<file path="src/rtl/mycpu_pkg.sv">
// Shared pipeline definitions: inter-stage bus widths, field offsets and load mem_op codes.
package mycpu_pkg;

  localparam int unsigned BUS_3_4_W = 74;
  localparam int unsigned BUS_4_5_W = 70;
  localparam int unsigned FWD_W     = 38;

  // EX->MEM bus: {res_from_mem, mem_op[2:0], rf_we, dest[4:0], alu_result[31:0], pc[31:0]}
  localparam int unsigned B34_PC_LSB   = 0;
  localparam int unsigned B34_ALU_LSB  = 32;
  localparam int unsigned B34_DEST_LSB = 64;
  localparam int unsigned B34_WE_BIT   = 69;
  localparam int unsigned B34_OP_LSB   = 70;
  localparam int unsigned B34_RFM_BIT  = 73;

  // MEM->WB bus: {rf_we, dest[4:0], final_result[31:0], pc[31:0]}
  localparam int unsigned B45_PC_LSB   = 0;
  localparam int unsigned B45_RES_LSB  = 32;
  localparam int unsigned B45_DEST_LSB = 64;
  localparam int unsigned B45_WE_BIT   = 69;

  typedef enum logic [2:0] {
    MEMOP_W  = 3'b000,
    MEMOP_B  = 3'b001,
    MEMOP_H  = 3'b010,
    MEMOP_BU = 3'b101,
    MEMOP_HU = 3'b110
  } mem_op_e;

endpackage

</file>
<file path="src/rtl/load_extend.sv">
// Load data alignment: picks the addressed byte/half from a 32-bit word and sign/zero-extends it.
module load_extend
  import mycpu_pkg::*;
(
  input  logic [2:0]  mem_op_i,
  input  logic [1:0]  addr_i,
  input  logic [31:0] rdata_i,
  output logic [31:0] ext_o
);

  logic [7:0]  byte_sel;
  logic [15:0] half_sel;

  always_comb begin
    byte_sel = rdata_i[7:0];
    case (addr_i)
      2'd1:    byte_sel = rdata_i[15:8];
      2'd2:    byte_sel = rdata_i[23:16];
      2'd3:    byte_sel = rdata_i[31:24];
      default: byte_sel = rdata_i[7:0];
    endcase
    half_sel = addr_i[1] ? rdata_i[31:16] : rdata_i[15:0];
  end

  // Unlisted codes fall back to a full-word load.
  always_comb begin
    ext_o = rdata_i;
    case (mem_op_i)
      MEMOP_B:  ext_o = {{24{byte_sel[7]}}, byte_sel};
      MEMOP_BU: ext_o = {24'd0, byte_sel};
      MEMOP_H:  ext_o = {{16{half_sel[15]}}, half_sel};
      MEMOP_HU: ext_o = {16'd0, half_sel};
      default:  ext_o = rdata_i;
    endcase
  end

endmodule

</file>
<file path="src/rtl/stage_4_mem.sv">
// Pipeline stage 4 (MEM): latches the EX payload, collects/buffers the load response and drives WB.
// Optional stall counter enabled by defining MEM_STALL_CNT_EN.
module stage_4_mem
  import mycpu_pkg::*;
(
  input  logic                 clk,
  input  logic                 reset,
  input  logic                 valid_3,
  output logic                 allow_4,
  input  logic [BUS_3_4_W-1:0] stage_3_to_4,
  input  logic                 allow_5,
  output logic                 valid_4,
  output logic [BUS_4_5_W-1:0] stage_4_to_5,
  input  logic [31:0]          data_sram_rdata,
  input  logic                 data_sram_data_ok,
  output logic [FWD_W-1:0]     fwd_bus,
  output logic                 mem_load_pending,
  output logic [31:0]          mem_stall_cnt
);

  logic                 v4_q, v4_d;
  logic [BUS_3_4_W-1:0] pl_q, pl_d;
  logic                 buf_v_q, buf_v_d;
  logic [31:0]          buf_data_q, buf_data_d;

  logic        res_from_mem, rf_we, readygo, advance;
  logic [2:0]  mem_op;
  logic [4:0]  dest;
  logic [31:0] alu_result, pc, load_data, ext, final_result;

  assign res_from_mem = pl_q[B34_RFM_BIT];
  assign mem_op       = pl_q[B34_OP_LSB +: 3];
  assign rf_we        = pl_q[B34_WE_BIT];
  assign dest         = pl_q[B34_DEST_LSB +: 5];
  assign alu_result   = pl_q[B34_ALU_LSB +: 32];
  assign pc           = pl_q[B34_PC_LSB +: 32];

  assign readygo = ~res_from_mem | data_sram_data_ok | buf_v_q;
  assign advance = v4_q & readygo & allow_5;
  assign allow_4 = ~v4_q | (readygo & allow_5);
  assign valid_4 = v4_q & readygo;

  always_comb begin
    v4_d       = allow_4 ? valid_3 : v4_q;
    pl_d       = (valid_3 & allow_4) ? stage_3_to_4 : pl_q;
    buf_v_d    = buf_v_q;
    buf_data_d = buf_data_q;
    // Hold the response if WB stalls; the SRAM will not repeat it.
    if (advance) begin
      buf_v_d = 1'b0;
    end else if (v4_q & res_from_mem & data_sram_data_ok & ~allow_5 & ~buf_v_q) begin
      buf_v_d    = 1'b1;
      buf_data_d = data_sram_rdata;
    end
  end

  always_ff @(posedge clk) begin
    if (reset) begin
      v4_q       <= 1'b0;
      pl_q       <= '0;
      buf_v_q    <= 1'b0;
      buf_data_q <= '0;
    end else begin
      v4_q       <= v4_d;
      pl_q       <= pl_d;
      buf_v_q    <= buf_v_d;
      buf_data_q <= buf_data_d;
    end
  end

  assign load_data = buf_v_q ? buf_data_q : data_sram_rdata;

  load_extend u_load_extend (
    .mem_op_i (mem_op),
    .addr_i   (alu_result[1:0]),
    .rdata_i  (load_data),
    .ext_o    (ext)
  );

  assign final_result = res_from_mem ? ext : alu_result;

  always_comb begin
    stage_4_to_5                         = '0;
    stage_4_to_5[B45_WE_BIT]             = rf_we;
    stage_4_to_5[B45_DEST_LSB +: 5]      = dest;
    stage_4_to_5[B45_RES_LSB +: 32]      = final_result;
    stage_4_to_5[B45_PC_LSB +: 32]       = pc;
  end

  assign fwd_bus          = {v4_q & rf_we, dest, final_result};
  assign mem_load_pending = v4_q & res_from_mem & ~readygo;

`ifdef MEM_STALL_CNT_EN
  logic [31:0] stall_cnt_q, stall_cnt_d;

  always_comb begin
    stall_cnt_d = stall_cnt_q;
    if (v4_q & ~readygo) stall_cnt_d = stall_cnt_q + 32'd1;
  end

  always_ff @(posedge clk) begin
    if (reset) stall_cnt_q <= '0;
    else       stall_cnt_q <= stall_cnt_d;
  end

  assign mem_stall_cnt = stall_cnt_q;
`else
  assign mem_stall_cnt = '0;
`endif

endmodule
</file>
<file path="config.mk">
export PLATFORM = sky130hd
export DESIGN_NAME = stage_4_mem
export DESIGN_NICKNAME = d
export VERILOG_FILES = /design/src/rtl/mycpu_pkg.sv /design/src/rtl/load_extend.sv /design/src/rtl/stage_4_mem.sv
export SDC_FILE = /design/constraint.sdc
export NUM_CORES = 1
export LEC_CHECK = 0
export CORE_ASPECT_RATIO = 1.2
export CORE_MARGIN = 1.5
export CORE_UTILIZATION = 46
export DETAILED_ROUTE_END_ITERATION = 8
export PLACE_DENSITY_LB_ADDON = 0.15
export RECOVER_POWER = 25
export SLEW_MARGIN = 20
export SYNTH_ARGS = -nofsm -noshare
export SYNTH_HDL_FRONTEND = slang
export SYNTH_SLANG_ARGS = --single-unit
</file>
<file path="constraint.sdc">
create_clock -name clk -period 6.5 [get_ports clk]
set_input_delay 1.3 -clock clk [delete_from_list [all_inputs] [get_ports clk]]
set_output_delay 1.3 -clock clk [all_outputs]
set_load 0.01 [all_outputs]
</file>
==> Flow_metrics.wiki <==
{| class="wikitable"
! Metric !! Value
|-
| Outcome || finished with violations
|-
| Violated checks || max-capacitance violations, max-slew violations
|-
| Max Freq || 195 MHz
|-
| # nets final || ~1.0k
|-
| Number of vias per cell after detailed routing || 5.51
|-
| Slew of the pin with the lowest slew margin || about 3.7 ns
|-
| Final hold violation count || 0
|-
| Root buffer cell || sky130_fd_sc_hd__clkbuf_16
|-
| Setup repair after global routing missed its margin || false
|-
| Post-cts gate resize count || 0
|-
| Peak supply drop || 0.118 mV
|-
| Number of cells on the worst reg-to-reg path || 6
|-
| Most common flop cell mapped by yosys || sky130_fd_sc_hd__dfxtp_1
|-
| Horizontal die dimension || 111 um
|-
| Largest family of logic cells by synthesized area || compound AO/OA/AOI/OAI gates
|-
| DRC viols || 0
|-
| Average instance area after synthesis || just under 8 um2
|-
| Met1 track demand over resource || about a third
|-
| Max-slew violation total from the final report || between 70 and 80
|-
| Worst slew slack as a fraction of its limit || -144%
|-
| Cell count after synthesis || 843
|-
| Setup violators final || 0
|-
| Number of optimization iterations in the first detailed-route pass || 6
|-
| Vias in the first global route || 5,619
|-
| Number of violations of the max-capacitance limit || 1
|-
| Layer carrying the most global-route usage || met2
|-
| Leading cell type in the layout, fill and taps excluded || sky130_fd_sc_hd__clkdlybuf4s50_1
|-
| Synth-to-Final Area Change || 26.6%
|-
| Adder-cell area share of the yosys netlist || 0.386%
|-
| Worst reg2reg path endpoint || pl_q[51]$_SDFFE_PP0P_
|-
| Ratio of cells with drive above 1 in the final layout || 5.44%
|-
| Leading cell types in the layout, fill and taps excluded || 193 x sky130_fd_sc_hd__clkdlybuf4s50_1, 111 x sky130_fd_sc_hd__a21oi_1, 107 x sky130_fd_sc_hd__dfxtp_1, 88 x sky130_fd_sc_hd__o21ai_0, 87 x sky130_fd_sc_hd__nand3_1
|-
| Number of unique standard cell types used by synthesis || 39
|-
| Class of the tightest hold or removal check || flop to flop
|-
| Die Area || 0.0148 mm2
|-
| Layout Skew || about 0.0077 ns
|-
| M2 GR Usage || 40.8%
|-
| Post-synthesis xor/xnor area fraction || 0%
|-
| Clock slew at the register clock pins of the worst setup and hold paths || approximately 0.07 ns
|-
| Hold Buf Count CTS || 0
|-
| Power consumption || roughly 1700 uW
|-
| Number of port buffers || 221
|-
| Min Tclk post-route || 5.12 ns
|-
| Async S/R FF share, synth || 0%
|-
| Maximum fanout along the worst path || just under 80
|-
| Relative contribution of the clock network to total power || 35.0%
|-
| Internal power || 1240 uW
|-
| Number of flip-flops and latches in the synthesized netlist || 108
|-
| Post-place setup slack || 1.61 ns
|-
| Total Routed Length || 19,100 um
|-
| Kind of capture point of the worst setup path || flop
|-
| Vias || 6,113
|-
| Global placer's final weighted congestion || ~0.84
|-
| Basic-gate share of the synthesized area counting and, or, nand and nor cells || 15.5%
|-
| Required @ worst endpoint || 6.55 ns
|-
| Clock tree buffer depth || 2
|-
| Worst-skew pair later-pin latency || 0.34 ns
|-
| Critical path arrival || 5.17 ns
|-
| Worst hold-check slack || 0.457 ns
|-
| Antenna violations before repair || 0
|-
| Switching component of the power || between 400 and 500 uW
|-
| Number of DRC violations after detailed-routing iteration 0 || 361
|-
| TritonCTS clock tree || yes
|-
| Pin count of the biggest net entering global routing || 78
|-
| Switching share of total power || 26.8%
|-
| Flop pwr share || 41.9%
|-
| EDFF count, synth || 0
|-
| Number of H-tree branching levels || 3
|-
| Diodes inserted || 0
|-
| Logic gate share of total power || a little under a quarter
|-
| Category of the worst setup path launch point || input port
|-
| Minimum setup slack among reg-to-reg paths || 3.83 ns
|-
| HPWL reported at the end of detailed placement || 13,000 um
|-
| CTS Sinks || 108
|-
| Sequential area share after synthesis || 33.3%
|-
| DRT antenna net count || 0
|-
| Part of the cycle the worst path needs || around four fifths
|-
| Std-Cell Core Area || 0.0138 mm2
|-
| Leakage Power || 0.00287 uW
|-
| Routed wire per std cell || 17.2 um
|-
| Remaining global-route overflow || 0
|-
| Launching point of the worst reg2reg path || pl_q[73]$_SDFFE_PP0P_
|-
| Kind of critical path || input port to flop
|-
| Met3 track demand over resource in global routing || 5.73%
|-
| Power per standard cell area || approximately 210 mW/mm2
|-
| Number of setup buffers added after CTS || 0
|-
| Number of buffers created by CTS || 9
|-
| Origin of the worst min-delay path || buf_data_q[16]$_SDFFE_PP0P_
|-
| Capture endpoint of the worst hold path || buf_data_q[16]$_SDFFE_PP0P_
|-
| IO Pins || between 200 and 300
|-
| Summed instance area of the synthesized netlist || roughly 0.0065 mm2
|-
| Wire length of the first global-routing pass || 30,000 um
|-
| Area of all placed cells without fillers || about 0.0082 mm2
|-
| Placed Instance Area || 0.00790 mm2
|-
| Floorplan row count || 47
|-
| Die height || roughly 130 um
|-
| Initial Util || 47.2%
|-
| Yosys synthesis warning count || 0
|-
| Multiplexer area fraction after synthesis || 9.47%
|-
| Setup TNS after final layout || 0 ns
|-
| Fraction of the mapped netlist area in compound gates || 21.3%
|-
| Total routing usage reported by global routing || 25.0%
|-
| Cells on Worst Hold Path || 2
|-
| Fin worst setup slack || 1.38 ns
|}
## worst max path at each step
stage / start / endpoint / slack [ns] / depth (start not counted)
2_1_floorplan: data_sram_rdata[31] / stage_4_to_5[53] / 2.62 / 7
5_1_grt: reset / pl_q[47]$_SDFFE_PP0P_ / 1.09 / 3
6_report: reset / pl_q[4]$_SDFFE_PP0P_ / 1.38 / 3
3_5_place_dp: data_sram_rdata[31] / fwd_bus[13] / 1.61 / 6
3_3_place_gp: data_sram_rdata[7] / fwd_bus[13] / 1.65 / 6
4_1_cts: data_sram_rdata[7] / fwd_bus[13] / 1.59 / 6
## cells in the mapped netlist, drive strengths merged, types with 2 or more instances
cell type,n,area share [%]
ha,2,0.39
a211oi,4,0.46
nor2b,5,0.48
nand2,78,4.5
o22ai,29,2.8
mux2,11,1.9
nand3,87,6.7
a221oi,2,0.27
a31oi,14,1.3
inv,26,1.5
mux4,8,2.8
o21ai,98,7.6
mux2i,31,4.8
and2,2,0.19
nor3b,2,0.39
nand3b,4,0.46
dlymetal6s2s,2,0.39
clkbuf,45,2.8
a21oi,111,8.6
buf,134,15
dfxtp,108,33
nor2,25,1.4
nand2b,6,0.58
## worst max-delay path, cell delays in order
cell                       delay [ns]
sky130_fd_sc_hd__clkbuf_1        1.03
sky130_fd_sc_hd__clkbuf_1        2.64
sky130_fd_sc_hd__a21oi_1         0.09
## cell type report
| type | count | area [um2] |
|---|---|---|
| fillers | 1342 | 5540 |
| multi-input cells | 558 | 3160 |
| repair buffers | 230 | 2260 |
| flip-flops and latches | 108 | 2160 |
| clock buffers | 12 | 246 |
| well taps | 171 | 214 |
| inverters | 26 | 98.8 |
| clock inverters | 4 | 72.6 |
## metrics by stage
stage	instances	utilization [%]
6_report	1109	59.7
5_1_grt	1109	59.7
4_1_cts	1109	59.8
3_5_place_dp	1093	57.4
3_3_place_gp	1093	57.4
2_1_floorplan	874	-
## cells by family after synthesis
family                   count (synthesis)
flip-flops                             108
other                                    1
adder cells (fa/ha/maj)                  2
AND/OR/NAND/NOR                        214
multiplexers                            50
AO/OA/AOI/OAI                          260
buffers and inverters                  208
## layer usage
metal  vias up  wire length (um)
met2       254              9090
met4         0               459
met1      2863              8080
met5         -                 0
li1       2974                 -
met3        22              1470
## sequential cells by signal (all words and copies together) (netlist names)
register    cells
pl_q           74
buf_data_q     32
buf_v_q         1
v4_q            1
## power by group through the flow
stage               clock [uW]  combinational (uW)  sequential, uW
floorplan                    0                 252             716
global placement             0                 395             726
detailed placement           0                 396             728
CTS                        608                 398             712
global route               636                 425             716
finish                     594                 394             712
(Power assumes the default switching activity.)
